File: src/rtl/mac_accum_l2.sv
// Signed multiply-accumulate stage: sums ACC_LEN products of the delayed sample
// stream and hands each result to a back-pressured consumer with a sticky overflow flag.
module mac_accum_l2 #(
  parameter int unsigned DATA_W  = 16,
  parameter int unsigned COEF_W  = 16,
  parameter int unsigned ACC_LEN = 4,
  parameter int unsigned ACC_W   = 40
) (
  input  logic              clk,
  input  logic              rst_n,
  input  logic              clear,
  input  logic              in_valid,
  output logic              in_ready,
  input  logic [DATA_W-1:0] data_in,
  input  logic [COEF_W-1:0] coeff_in,
  output logic              out_valid,
  input  logic              out_ready,
  output logic [ACC_W-1:0]  data_out,
  output logic              overflow
);

  localparam int unsigned PROD_W = DATA_W + COEF_W;
  localparam int unsigned CNT_W  = (ACC_LEN > 1) ? $clog2(ACC_LEN) : 1;

  typedef enum logic [1:0] {ACCUM, DRAIN, HOLD} state_t;

  state_t                    state, state_nxt;
  logic [CNT_W-1:0]          count, count_nxt;
  logic signed [PROD_W-1:0]  prod, prod_nxt, prod_c;
  logic                      p_valid, p_valid_nxt;
  logic signed [ACC_W-1:0]   acc, acc_nxt, prod_ext_c, sum_c;
  logic                      ovf_acc, ovf_acc_nxt, add_ovf_c;
  logic                      out_valid_nxt, overflow_nxt;
  logic [ACC_W-1:0]          data_out_nxt;
  logic                      accept_c;

  assign in_ready   = (state == ACCUM);
  assign accept_c   = in_valid && in_ready;
  assign prod_c     = $signed(data_in) * $signed(coeff_in);
  assign prod_ext_c = ACC_W'(prod);
  assign sum_c      = acc + prod_ext_c;
  // Signed overflow: operands agree in sign but the wrapped sum does not.
  assign add_ovf_c  = (acc[ACC_W-1] == prod_ext_c[ACC_W-1]) &&
                      (sum_c[ACC_W-1] != acc[ACC_W-1]);

  // Next-state and datapath updates; clear overrides everything except data_out.
  always_comb begin
    state_nxt     = state;
    count_nxt     = count;
    prod_nxt      = accept_c ? prod_c : prod;
    p_valid_nxt   = accept_c;
    acc_nxt       = acc;
    ovf_acc_nxt   = ovf_acc;
    out_valid_nxt = out_valid;
    data_out_nxt  = data_out;
    overflow_nxt  = overflow;

    case (state)
      ACCUM: begin
        if (p_valid) begin
          acc_nxt     = sum_c;
          ovf_acc_nxt = ovf_acc | add_ovf_c;
        end
        if (accept_c) begin
          if (count == CNT_W'(ACC_LEN - 1)) begin
            count_nxt = '0;
            state_nxt = DRAIN;
          end else begin
            count_nxt = count + CNT_W'(1);
          end
        end
      end
      DRAIN: begin
        // The last product of the window is still in the product register here.
        data_out_nxt  = p_valid ? sum_c : acc;
        overflow_nxt  = ovf_acc | (p_valid & add_ovf_c);
        out_valid_nxt = 1'b1;
        acc_nxt       = '0;
        ovf_acc_nxt   = 1'b0;
        state_nxt     = HOLD;
      end
      HOLD: begin
        if (out_valid && out_ready) begin
          out_valid_nxt = 1'b0;
          state_nxt     = ACCUM;
        end
      end
      default: state_nxt = ACCUM;
    endcase

    if (clear) begin
      count_nxt     = '0;
      p_valid_nxt   = 1'b0;
      acc_nxt       = '0;
      ovf_acc_nxt   = 1'b0;
      out_valid_nxt = 1'b0;
      overflow_nxt  = 1'b0;
      state_nxt     = ACCUM;
    end
  end

  always_ff @(posedge clk or negedge rst_n) begin
    if (!rst_n) begin
      state     <= ACCUM;
      count     <= '0;
      prod      <= '0;
      p_valid   <= 1'b0;
      acc       <= '0;
      ovf_acc   <= 1'b0;
      out_valid <= 1'b0;
      data_out  <= '0;
      overflow  <= 1'b0;
    end else begin
      state     <= state_nxt;
      count     <= count_nxt;
      prod      <= prod_nxt;
      p_valid   <= p_valid_nxt;
      acc       <= acc_nxt;
      ovf_acc   <= ovf_acc_nxt;
      out_valid <= out_valid_nxt;
      data_out  <= data_out_nxt;
      overflow  <= overflow_nxt;
    end
  end

endmodule

File: config.mk
export PLATFORM = sky130hd
export DESIGN_NAME = mac_accum_l2
export DESIGN_NICKNAME = d
export VERILOG_FILES = /design/src/rtl/mac_accum_l2.sv
export SDC_FILE = /design/constraint.sdc
export NUM_CORES = 1
export LEC_CHECK = 0
export ABC_CLOCK_PERIOD_IN_PS = 3840
export BUFFER_PORTS_ARGS = -buffer_cell sky130_fd_sc_hd__buf_2
export CAP_MARGIN = 20
export CORE_ASPECT_RATIO = 1.5
export CORE_MARGIN = 3
export CORE_UTILIZATION = 50
export CTS_CLUSTER_DIAMETER = 200
export DETAILED_ROUTE_END_ITERATION = 10
export MAX_ROUTING_LAYER = met4
export PLACE_DENSITY = 0.67
export SLEW_MARGIN = 40
export SYNTH_ARGS = -nofsm -noshare
export SYNTH_HDL_FRONTEND = slang
export SYNTH_SLANG_ARGS = --single-unit
File: constraint.sdc
create_clock -name clk -period 3.84 [get_ports clk]
set_input_delay 0.768 -clock clk [delete_from_list [all_inputs] [get_ports clk]]
set_output_delay 0.768 -clock clk [all_outputs]
set_load 0.1 [all_outputs]
=== Yosys cells after proc, flatten, opt, wreduce, memory -nomap -nowiden ===
Index checks and enable logic that the tools add are counted.

* Add/subtract/negate cells: 2
* Multipliers: 1
* Equality and inequality tests: 9
* Mux-type cells: 21
* Bitwise gates (word level): 3
* Reductions and logical operators: 13

{| class="wikitable"
|+ Operator list
! kind !! count
|-
| two-way mux 40 bit || 2
|-
| one-hot mux 40 bit (2 select lines) || 1
|-
| adder 40 x 32 -> 40 bit || 1
|-
| multiplier 16 x 16 -> 32 bit || 1
|-
| two-way mux 2 bit || 8
|-
| inequality test 3 x 2 -> 1 bit (second input constant) || 3
|-
| two-way mux 1 bit || 7
|-
| one-hot mux 2 bit (3 select lines) || 1
|-
| AND reduction 2 bit || 3
|-
| nonzero test 2 bit || 3
|-
| nonzero test 3 bit || 2
|-
| equality test 2 bit (second input constant) || 2
|-
| one-hot mux 1 bit (2 select lines) || 2
|-
| logical AND 1 bit || 3
|-
| inequality test 3 bit (second input constant) || 1
|-
| AND reduction 3 bit || 1
|-
| adder 2 x 1 -> 2 bit (second input constant) || 1
|-
| equality test 2 x 1 -> 1 bit (second input constant) || 1
|-
| zero test 2 bit || 1
|-
| OR 1 bit || 2
|-
| bitwise AND 1 bit || 1
|-
| equality test 1 bit || 1
|-
| inequality test 1 bit || 1
|}

* Register bits after elaboration: 120
* Bits of input ports: 37
* Output and inout bits: 43
* Logic and storage cells: 58

=== Longest topological paths before layout ===
Gate-level depths: netlist of the first run.

* Depth after elaboration: 7
* Mapped depth: 24
* Depth with buffers taken out: 23

=== Worst setup path after synthesis of the first run ===
No wires, ideal clock.

* Path kind: input -> register
* From: in coeff_in[7]
* To: reg prod[31]
* Library setup time: 129 ps
* Data arrival time: 6759 ps
* Required time: 3711 ps
* Slack: -3047 ps
* Stages: 24
* Buffers on the path: 1
* Cell sequence: clkbuf_1 > nand2_1 > fa_1 > inv_1 > fa_1 > inv_1 > fa_1 > inv_1 > fa_1 > fa_1 > inv_1 > fa_1 > inv_1 > ha_1 > a21o_1 > a21oi_1 > nor2b_1 > a311o_1 > a221o_1 > a41o_1 > or4_1 > a31oi_1 > xnor2_1 > o21ai_1

* Longest elaborated chain between the ends: 1

{| class="wikitable"
|+ RTL lines
! item !! line !! RTL
|-
| start: declaration || 15 || <nowiki>input logic [COEF_W-1:0] coeff_in,</nowiki>
|-
| multiplier 16 x 16 -> 32 bit || 39 || <nowiki>assign prod_c = $signed(data_in) * $signed(coeff_in);</nowiki>
|-
| end signal: assignment || 116 || <nowiki>prod <= prod_nxt;</nowiki>
|-
| end: declaration || 29 || <nowiki>logic signed [PROD_W-1:0] prod, prod_nxt, prod_c;</nowiki>
|}

No other way between the ends.
A chain may end at the register's enable or synchronous reset.

=== Worst setup path in the final report of the first run ===
* From: in data_in[7]
* To: reg prod[31]

* Longest elaborated chain between the ends: 1

{| class="wikitable"
|+ RTL lines
! item !! line !! RTL
|-
| start: declaration || 14 || <nowiki>input logic [DATA_W-1:0] data_in,</nowiki>
|-
| multiplier 16 x 16 -> 32 bit || 39 ||
|}

No other way between the ends.

==> results of run 1 <==
-- flip-flops by register name, summed over array words and instances (netlist names) --
register / cells
acc: 40
data_out: 40
prod: 32
count: 2
state: 2
out_valid: 1
overflow: 1
ovf_acc: 1
p_valid: 1
-- metal layers --
layer	share of wire, %	wire [µm]
met1	41	16200
met2	53	20700
met3	3.3	1290
met4	2.7	1050
met5	0	0
-- path summary, 6_finish.rpt --
check / from / cells past startpoint / to
setup / recovery: data_in[7] / 25 / prod[31]$_DFFE_PN0P_
min in group clk: data_out[11]$_DFFE_PN0P_ / 2 / data_out[11]$_DFFE_PN0P_
max in group asynchronous: rst_n / 2 / prod[8]$_DFFE_PN0P_
setup reg to reg: prod[0]$_DFFE_PN0P_ / 12 / data_out[32]$_DFFE_PN0P_
hold / removal: rst_n / 1 / data_out[7]$_DFFE_PN0P_
hold reg to reg: data_out[11]$_DFFE_PN0P_ / 2 / data_out[11]$_DFFE_PN0P_
-- Yosys cell counts (4+ instances only) --
cell | instances | area share (%)
a211o_1 | 6 | 0.32
a211oi_1 | 7 | 0.32
a21o_1 | 42 | 1.9
a21oi_1 | 75 | 2.3
a22o_1 | 22 | 1.2
a31oi_1 | 11 | 0.42
a41o_1 | 4 | 0.24
and2_1 | 133 | 5.1
and3_1 | 18 | 0.68
buf_1 | 6 | 0.14
clkbuf_1 | 62 | 1.4
dfrtp_1 | 120 | 18
fa_1 | 263 | 32
ha_1 | 122 | 9.3
inv_1 | 294 | 6.7
mux2i_1 | 30 | 1.8
nand2_1 | 236 | 5.4
nand2b_1 | 12 | 0.46
nand3_1 | 15 | 0.46
nor2_1 | 48 | 1.1
nor2b_1 | 8 | 0.30
nor3_1 | 18 | 0.55
o211ai_1 | 7 | 0.32
o21a_1 | 4 | 0.18
o21ai_0 | 94 | 2.9
o21bai_1 | 10 | 0.46
o31ai_1 | 4 | 0.18
or3_1 | 4 | 0.15
xnor2_1 | 46 | 2.4
xor2_1 | 22 | 1.2
-- timing repair --
item	4_1_cts	5_1_grt
setup endpoints to repair	26	26
cloned	0	1
pin swaps	44	59
setup buffers	11	10
gates resized for setup	90	73
-- final cells by class --
| type | count | area [µm²] | share of cell area (%) |
|---|---|---|---|
| clock inverter | 13 | 145 | 0.722 |
| clock buffer | 19 | 443 | 2.20 |
| timing repair buffer | 278 | 2250 | 11.2 |
| sequential | 120 | 3000 | 14.9 |
| inverter | 294 | 1110 | 5.50 |
| multi-input combinational | 1300 | 12600 | 62.9 |
| tap | 410 | 513 | 2.55 |
-- metrics by stage --
stage,hold WS [ps],TNS (ps)
after global placement,458,-55980
after detailed placement,465,-57110
after global routing,375,-47590
final,345,-43350
after floorplan,445,-41910
after CTS,366,-43360
-- layout by cell type (no fill, tap or decap), drive strengths merged, types with 10 or more instances in the layout --
master,count
a31oi,11
ha,122
mux2i,30
a22o,22
nor2,48
dfrtp,120
xor2,22
nand2b,12
and3,18
buf,275
o21ai,95
nand2,236
a21oi,75
fa,263
nand3,15
nor3,18
a21o,42
inv,297
clkbuf,22
and2,133
o21bai,10
xnor2,46
-- cells by family (layout without fill, tap and decap cells) --
logic type	after synthesis	count (layout)	synth area share, %
AO/OA/AOI/OAI	308	308	11.9
XOR/XNOR	68	68	3.62
flip-flops	120	120	18.2
multiplexers	31	31	1.89
buffers and inverters	362	604	8.26
adder cells (fa/ha/maj)	385	385	41.3
AND/OR/NAND/NOR	508	508	14.9
==> summary.md, run 1 <==
| Metric | Value |
|---|---|
| Met3 Usage GRT | `2.12%` |
| Worst skew pair latency | `420 ps` |
| Violated checks | `setup timing` |
| Type of origin of the critical path | `input port` |
| Final setup vio count | `26` |
| CTS clk-pin slew, worst paths | `approximately 60 ps` |
| Synth Instances | `1782` |
| Post-CTS Hold Buffers | `0` |
| Post-route minimum period | `6340 ps` |
| Fin nets | `2433` |
| Cell area after layout | `20100 µm²` |
| DRC | `0` |
| Crit-path leading delay family | `adder cells` |
| First drt pass iteration count | `5` |
| Clk buf depth | `2` |
| Die Area | `35200 µm²` |
| Final Hold Vio Count | `0` |
| CTS H-tree lvls | `4` |
| Die Wd | `154 µm` |
| Slew @ Worst Pin | `653 ps` |
| Crit path DAT | `around 6600 ps` |
| Antenna-violating nets left | `0` |
| Post-synth EDFFs | `0` |
| Crit-path slowest cell | `fa_1` |
| GRT met2 Usage | `41.6%` |
| Ys async rst share | `100%` |
| Gr busiest metal | `met2` |
| Number of global-route vias before repair | `14100` |
| Max Freq | `158 MHz` |
| Iteration-0 DRC Markers | `525` |
| TritonCTS clock tree | `yes` |
| Critical Setup Path Class | `in -> reg` |
| Crit-path max cell delay | `540 ps` |
| Largest net degree at the start of global routing | `60` |
| Worst setup EP type | `flip-flop` |
| Pre-CTS setup slack | `-3040 ps` |
| Worst hold path type | `in -> async` |
| Fillers | `roughly 2700` |
| Synth cell types | `between 50 and 60` |
| Buf/Inv on CP | `7` |
| Area after DPL | `about 19000 µm²` |
| Finished Layout Cells | `2434` |
| Crit path top cell by count | `fa_1` |
| Diode count | `0` |
| Gr ovfl total | `0` |
| Maxcap violations | `0` |
| GP Congestion | `0.941` |
| CTS buffer count | `17` |
| Core footprint | `32100 µm²` |
| GR Util All Layers | `23.5%` |
| Wire length per cell | `16.1 µm` |
| Layout cells sized above 1 | `between 20% and 30%` |
| Post-route clock period utilization | `165%` |
| Slew HR | `a little under three fifths` |
| Post-Syn Area | `16500 µm²` |
| Hpwl dp | `32200 µm` |
| Root Buffer | `clkbuf_16` |
| Final WS setup | `-2500 ps` |
| Met1 Use GR | `28.5%` |
| Vias per cell | `5.31` |
| Routed WL | `39200 µm` |
| Dominant synthesized flop cell | `dfrtp_1` |
| Required @ worst endpoint | `approximately 4100 ps` |
| First-pass GRT wire length | `around 67000 µm` |
| Max Transition Viols Final | `0` |
| Port Buffers | `about 80` |
| Core Util, Final | `between 60 and 70%` |
| IO Count | `80` |
| Reg2Reg Setup Slack | `around 360 ps` |
| Status | `finished with violations` |
| Placed cells | `2381` |
| Cell row count | `80` |
| Vias | `about 13000` |
| YS warnings | `0` |
| Initial Utilization | `between 50 and 60%` |
| Sequential fraction of the synthesis area | `18.2%` |
| Area Overhead vs Synth | `22.2%` |
| CP Max Fanout | `5` |
| Synth Area per Inst | `9.23 µm²` |
| RSZ-0062 raised after global routing | `yes` |
| Synthesis-stage register bit count | `120` |
| Die height | `228 µm` |
| Antenna violations before repair | `0` |
| Max Clock Skew | `9.37 ps` |
| Syn Nets | `~2200` |
| Sink Count | `120` |
Power of run 1 is left out: the tool's default activity adds up to more than one toggle a clock period on the data nets, which glitch-free logic cannot reach.
==> inputs of run 2 (changes only) <==
--- a/config.mk
+++ b/config.mk
@@ -9,7 +9,7 @@
 export BUFFER_PORTS_ARGS = -buffer_cell sky130_fd_sc_hd__buf_2
 export CAP_MARGIN = 20
 export CORE_ASPECT_RATIO = 1.5
-export CORE_MARGIN = 3
+export CORE_MARGIN = 5
 export CORE_UTILIZATION = 50
 export CTS_CLUSTER_DIAMETER = 200
 export DETAILED_ROUTE_END_ITERATION = 10
==> summary.md, run 2 (same netlist as run 1, synthesis figures left out) <==
| Metric | Value |
|---|---|
| Die height | `232 µm` |
| Port Buffers | `79` |
| Post-route clock period utilization | `165%` |
| CTS buffer count | `17` |
| Met1 Use GR | `27.4%` |
| Final WS setup | `-2490 ps` |
| Antenna-violating nets left | `0` |
| Area of the multi-input gates | `roughly 13000 µm²` |
| IO Count | `80` |
| Finished Layout Cells | `2424` |
| Diode count | `0` |
| Pre-CTS setup slack | `-3060 ps` |
| Wire length per cell | `16.3 µm` |
| Vias per cell | `approximately 5.3` |
| Routed WL | `39500 µm` |
| Core footprint | `approximately 33000 µm²` |
| First-pass GRT wire length | `67100 µm` |
| Vias | `12800` |
| Root Buffer | `clkbuf_16` |
| Max Transition Viols Final | `0` |
| CP Max Fanout | `8` |
| Worst skew pair latency | `around 430 ps` |
| Die Area | `36700 µm²` |
| Max Clock Skew | `6.88 ps` |
| Required @ worst endpoint | `4130 ps` |
| Iteration-0 DRC Markers | `488` |
| Worst setup EP type | `flip-flop` |
| GR Util All Layers | `23.2%` |
| Register area | `3000 µm²` |
| Layout cells sized above 1 | `19.5%` |
| CTS clk-pin slew, worst paths | `~50 ps` |
| Most frequent cells in the layout | `inv_1 (282), fa_1 (253), nand2_1 (231), buf_4 (165), and2_1 (120)` |
| TritonCTS clock tree | `yes` |
| GP Congestion | `0.912` |
| Slew @ Worst Pin | `678 ps` |
| Fin nets | `2418` |
| Hpwl dp | `approximately 33000 µm` |
| Slew HR | `54.8%` |
| Initial Utilization | `50.6%` |
| Core Util, Final | `between 60% and 70%` |
| DRC | `0` |
| Final setup vio count | `25` |
| GRT met2 Usage | `40.1%` |
| Crit path DAT | `6620 ps` |
| Cell row count | `81` |
| Commonest non-fill, non-tap cell in the layout | `inv_1` |
| Gr busiest metal | `met2` |
| Clk buf depth | `2` |
| Max Freq | `158 MHz` |
| Gr ovfl total | `0` |
| First drt pass iteration count | `7` |
| Met3 Usage GRT | `3.04%` |
| FF-to-FF Start | `prod[0]$_DFFE_PN0P_` |
| Top Registers | `acc (40), data_out (40), prod (32)` |
| Area Overhead vs Synth | `20.2%` |
| Worst hold path type | `in -> async` |
| Placed cells | `2381` |
| Status | `finished with violations` |
| Setup crit start | `coeff_in[4]` |
| Sink Count | `120` |
| Number of global-route vias before repair | `roughly 14000` |
| RSZ-0062 raised after global routing | `yes` |
| Type of origin of the critical path | `input port` |
| Die Wd | `~160 µm` |
| Fillers | `2841` |
| Maxcap violations | `0` |
| Post-route minimum period | `~6300 ps` |
| Largest net degree at the start of global routing | `60` |
| Critical Setup Path Class | `in -> reg` |
| Antenna violations before repair | `0` |
| Final Hold Vio Count | `0` |
| Violated checks | `setup timing` |
| Post-CTS Hold Buffers | `0` |
| CTS H-tree lvls | `4` |
[run 2: cell types whose count changed in the layout (fill, tap and decap cells not counted), sizes merged]
cell    before  now
inv        297  295
clkinv       5    4
clkbuf      22   21
bufinv       2    4
buf        275  262
[run 2: final timing paths]
| check | endpoint | slack [ps] | cells past startpoint |
|---|---|---|---|
| worst max-delay path | prod[31]$_DFFE_PN0P_ | -2490 | 21 |
| worst min-delay path | data_out[3]$_DFFE_PN0P_ | 300 | 1 |
| worst max register to register | data_out[32]$_DFFE_PN0P_ | 350 | 12 |
| worst min register to register | data_out[17]$_DFFE_PN0P_ | 470 | 2 |
| max in group asynchronous | prod[28]$_DFFE_PN0P_ | 2790 | 2 |
| min in group clk | data_out[17]$_DFFE_PN0P_ | 470 | 2 |
[run 2: through the flow]
stage / hold WS, ps / TNS [ps] / cell area [µm²]
5_1_grt: 329 / -47190 / 19800
6_report: 297 / -42420 / 19800
4_1_cts: 299 / -42430 / 19700
3_3_place_gp: 461 / -55760 / 18700
2_1_floorplan: 445 / -41910 / 16900
3_5_place_dp: 467 / -57320 / 18700
[run 2: area by class of cell]
type / count / area share [%]
Multi-Input combinational cell: 1300 / 63.5
Sequential cell: 120 / 15.2
Timing Repair Buffer: 263 / 10.1
Inverter: 294 / 5.58
Tap cell: 415 / 2.63
Clock buffer: 20 / 2.21
Clock inverter: 12 / 0.886
[run 2: what timing repair did]
item | in CTS | in global routing
gates resized for setup | 89 | 19
buffers inserted | 9 | 4
cloned | 0 | 0
pin swaps | 46 | 23
setup endpoints to repair | 26 | 26
[run 2: metal layers]
layer  vias to the layer above  wire length [µm]
li1                       6110                 -
met1                      6290             16200
met2                       285             20500
met3                        82              1580
met4                         0              1280
met5                         -                 0
[run 2: critical path, cell delays in order]
cell and delay (ps):
buf_8 110, and2_4 150, fa_1 540, inv_1 60, fa_1 500, fa_1 430
fa_1 490, inv_1 50, fa_1 520, fa_1 460, ha_4 260, a41o_1 260
nor3_4 170, o311ai_4 140, a311o_1 330, a221o_1 380, a41o_1 220, or4_1 400
a31oi_1 180, xnor2_1 150, o21ai_1 70
Power of run 2 is left out for the same reason.
==> inputs of run 3 (changes only) <==
--- a/config.mk
+++ b/config.mk
@@ -5,16 +5,14 @@
 export SDC_FILE = /design/constraint.sdc
 export NUM_CORES = 1
 export LEC_CHECK = 0
-export ABC_CLOCK_PERIOD_IN_PS = 3840
 export BUFFER_PORTS_ARGS = -buffer_cell sky130_fd_sc_hd__buf_2
 export CAP_MARGIN = 20
 export CORE_ASPECT_RATIO = 1.5
 export CORE_MARGIN = 5
-export CORE_UTILIZATION = 50
+export CORE_UTILIZATION = 33
 export CTS_CLUSTER_DIAMETER = 200
 export DETAILED_ROUTE_END_ITERATION = 10
 export MAX_ROUTING_LAYER = met4
-export PLACE_DENSITY = 0.67
 export SLEW_MARGIN = 40
 export SYNTH_ARGS = -nofsm -noshare
 export SYNTH_HDL_FRONTEND = slang
==> summary.md, run 3 (same netlist as run 1, synthesis figures left out) <==
| Metric | Value |
|---|---|
| First-pass GRT wire length | `around 72000 µm` |
| Crit-path max cell delay | `~550 ps` |
| Commonest non-fill, non-tap cell in the layout | `inv_1` |
| Gr ovfl total | `0` |
| RR Endpoint | `data_out[32]$_DFFE_PN0P_` |
| Max Freq | `between 150 and 200 MHz` |
| Die height | `approximately 280 µm` |
| Register area | `3000 µm²` |
| Core footprint | `49500 µm²` |
| Max Transition Viols Final | `0` |
| RSZ-0062 raised after global routing | `yes` |
| GR Util All Layers | `16.6%` |
| Antenna-violating nets left | `0` |
| CP cell instances | `buf_12, buf_12, and2_4, fa_1, inv_2, fa_1, fa_1, inv_2, fa_1, fa_1, inv_1, fa_1, inv_2, ha_4, a21o_1, a21oi_2, nor2b_1, a311o_1, a221o_1, a41o_1, or4_1, a31oi_1, xnor2_1, o21ai_1` |
| Max Clock Skew | `6.41 ps` |
| Worst hold path type | `in -> async` |
| Antenna violations before repair | `0` |
| Final WS setup | `-2450 ps` |
| TritonCTS clock tree | `yes` |
| Post-route clock period utilization | `164%` |
| Critical Setup Path Class | `in -> reg` |
| Vias | `13000` |
| Die Area | `54500 µm²` |
| DRC | `0` |
| Fillers | `4952` |
| Hpwl dp | `36000 µm` |
| Diode count | `0` |
| Crit path top cell by count | `fa_1` |
| Iteration-0 DRC Markers | `447` |
| Finished Layout Cells | `2690` |
| Worst skew pair latency | `around 420 ps` |
| Worst setup EP type | `flip-flop` |
| Placed cells | `2636` |
| Slew @ Worst Pin | `669 ps` |
| CP Max Fanout | `8` |
| Type of origin of the critical path | `input port` |
| IO Count | `80` |
| Fin nets | `2436` |
| Crit-path leading delay family | `adder cells` |
| WHS | `305 ps` |
| Slew HR | `between 50% and 60%` |
| Maxcap violations | `0` |
| Reg2Reg Setup Slack | `about 390 ps` |
| FF-to-FF Start | `acc[0]$_DFFE_PN0P_` |
| Root Buffer | `clkbuf_16` |
| GP Congestion | `~0.89` |
| Cell row count | `100` |
| Final Hold Vio Count | `0` |
| Area Overhead vs Synth | `24.1%` |
| Clk buf depth | `2` |
| CTS H-tree lvls | `4` |
| Top Registers | `acc (40), data_out (40), prod (32)` |
| Largest net degree at the start of global routing | `60` |
| Status | `finished with violations` |
| Reg2Reg Depth | `12` |
| Required @ worst endpoint | `roughly 4100 ps` |
| CTS buffer count | `17` |
| Port Buffers | `79` |
| Most frequent cells in the layout | `inv_1 (273), fa_1 (250), nand2_1 (229), buf_4 (175), dfrtp_1 (119)` |
| Violated checks | `setup timing` |
| Area of the multi-input gates | `12600 µm²` |
| Buf/Inv on CP | `6` |
| Routed WL | `42800 µm` |
| First drt pass iteration count | `7` |
| Initial Utilization | `33.2%` |
| Number of global-route vias before repair | `14300` |
| Die Wd | `192 µm` |
| Final setup vio count | `26` |
| Wire length per cell | `15.9 µm` |
| Sink Count | `120` |
| Crit-path slowest cell | `fa_1` |
| Crit path DAT | `6570 ps` |
| Post-route minimum period | `6290 ps` |
| Vias per cell | `4.82` |
| CTS clk-pin slew, worst paths | `about 50 ps` |
| Layout cells sized above 1 | `roughly a fifth` |
-- run 3: cell types whose count changed in the layout (fill, tap and decap cells not counted), sizes merged --
cell	delta
bufinv	-2
buf	+17
clkinv	+2
bufbuf	+1
inv	-1
clkbuf	+1
-- run 3: final cells by class --
class                           count  area share (%)
Clock buffer                       21            2.16
Timing Repair Buffer              281            11.2
Sequential cell                   120            14.7
Multi-Input combinational cell   1300            61.9
Tap cell                          663            4.06
Clock inverter                     11           0.613
Inverter                          294            5.42
-- run 3: worst max-delay path by stage --
stage                           endpoint  cells after the start   startpoint
global placement    prod[31]$_DFFE_PN0P_                     24  coeff_in[4]
floorplan           prod[31]$_DFFE_PN0P_                     21   data_in[7]
detailed placement  prod[31]$_DFFE_PN0P_                     24  coeff_in[4]
global route        prod[31]$_DFFE_PN0P_                     24  coeff_in[4]
CTS                 prod[31]$_DFFE_PN0P_                     21  coeff_in[5]
finish              prod[31]$_DFFE_PN0P_                     24  coeff_in[4]
-- run 3: repair_timing --
item / 4_1_cts / 5_1_grt
gates cloned: 1 / 0
hold buffers: 0 / 0
setup buffers: 21 / 4
gates resized for setup: 120 / 34
setup endpoints to repair: 26 / 26
pin swaps: 92 / 35
-- run 3: metrics by stage --
step	worst slack (ps)	area (µm²)	util (%)	setup TNS, ps
after CTS	-2550	20300	40.9	-42250
after detailed placement	-3050	19100	38.6	-57760
after floorplan	-2720	16900	-	-41910
after global placement	-3020	19100	38.6	-57160
after global routing	-2610	20400	41.2	-46310
final	-2450	20400	41.2	-41870
-- run 3: layer usage --
layer	vias to the layer above	part of all wire [%]	GRT usage, %
met4	0	3.0	5.67
li1	6134	-	-
met3	75	3.1	1.64
met2	268	53	29.9
met5	-	0	-
met1	6478	41	19.3
Power of run 3 is left out for the same reason.
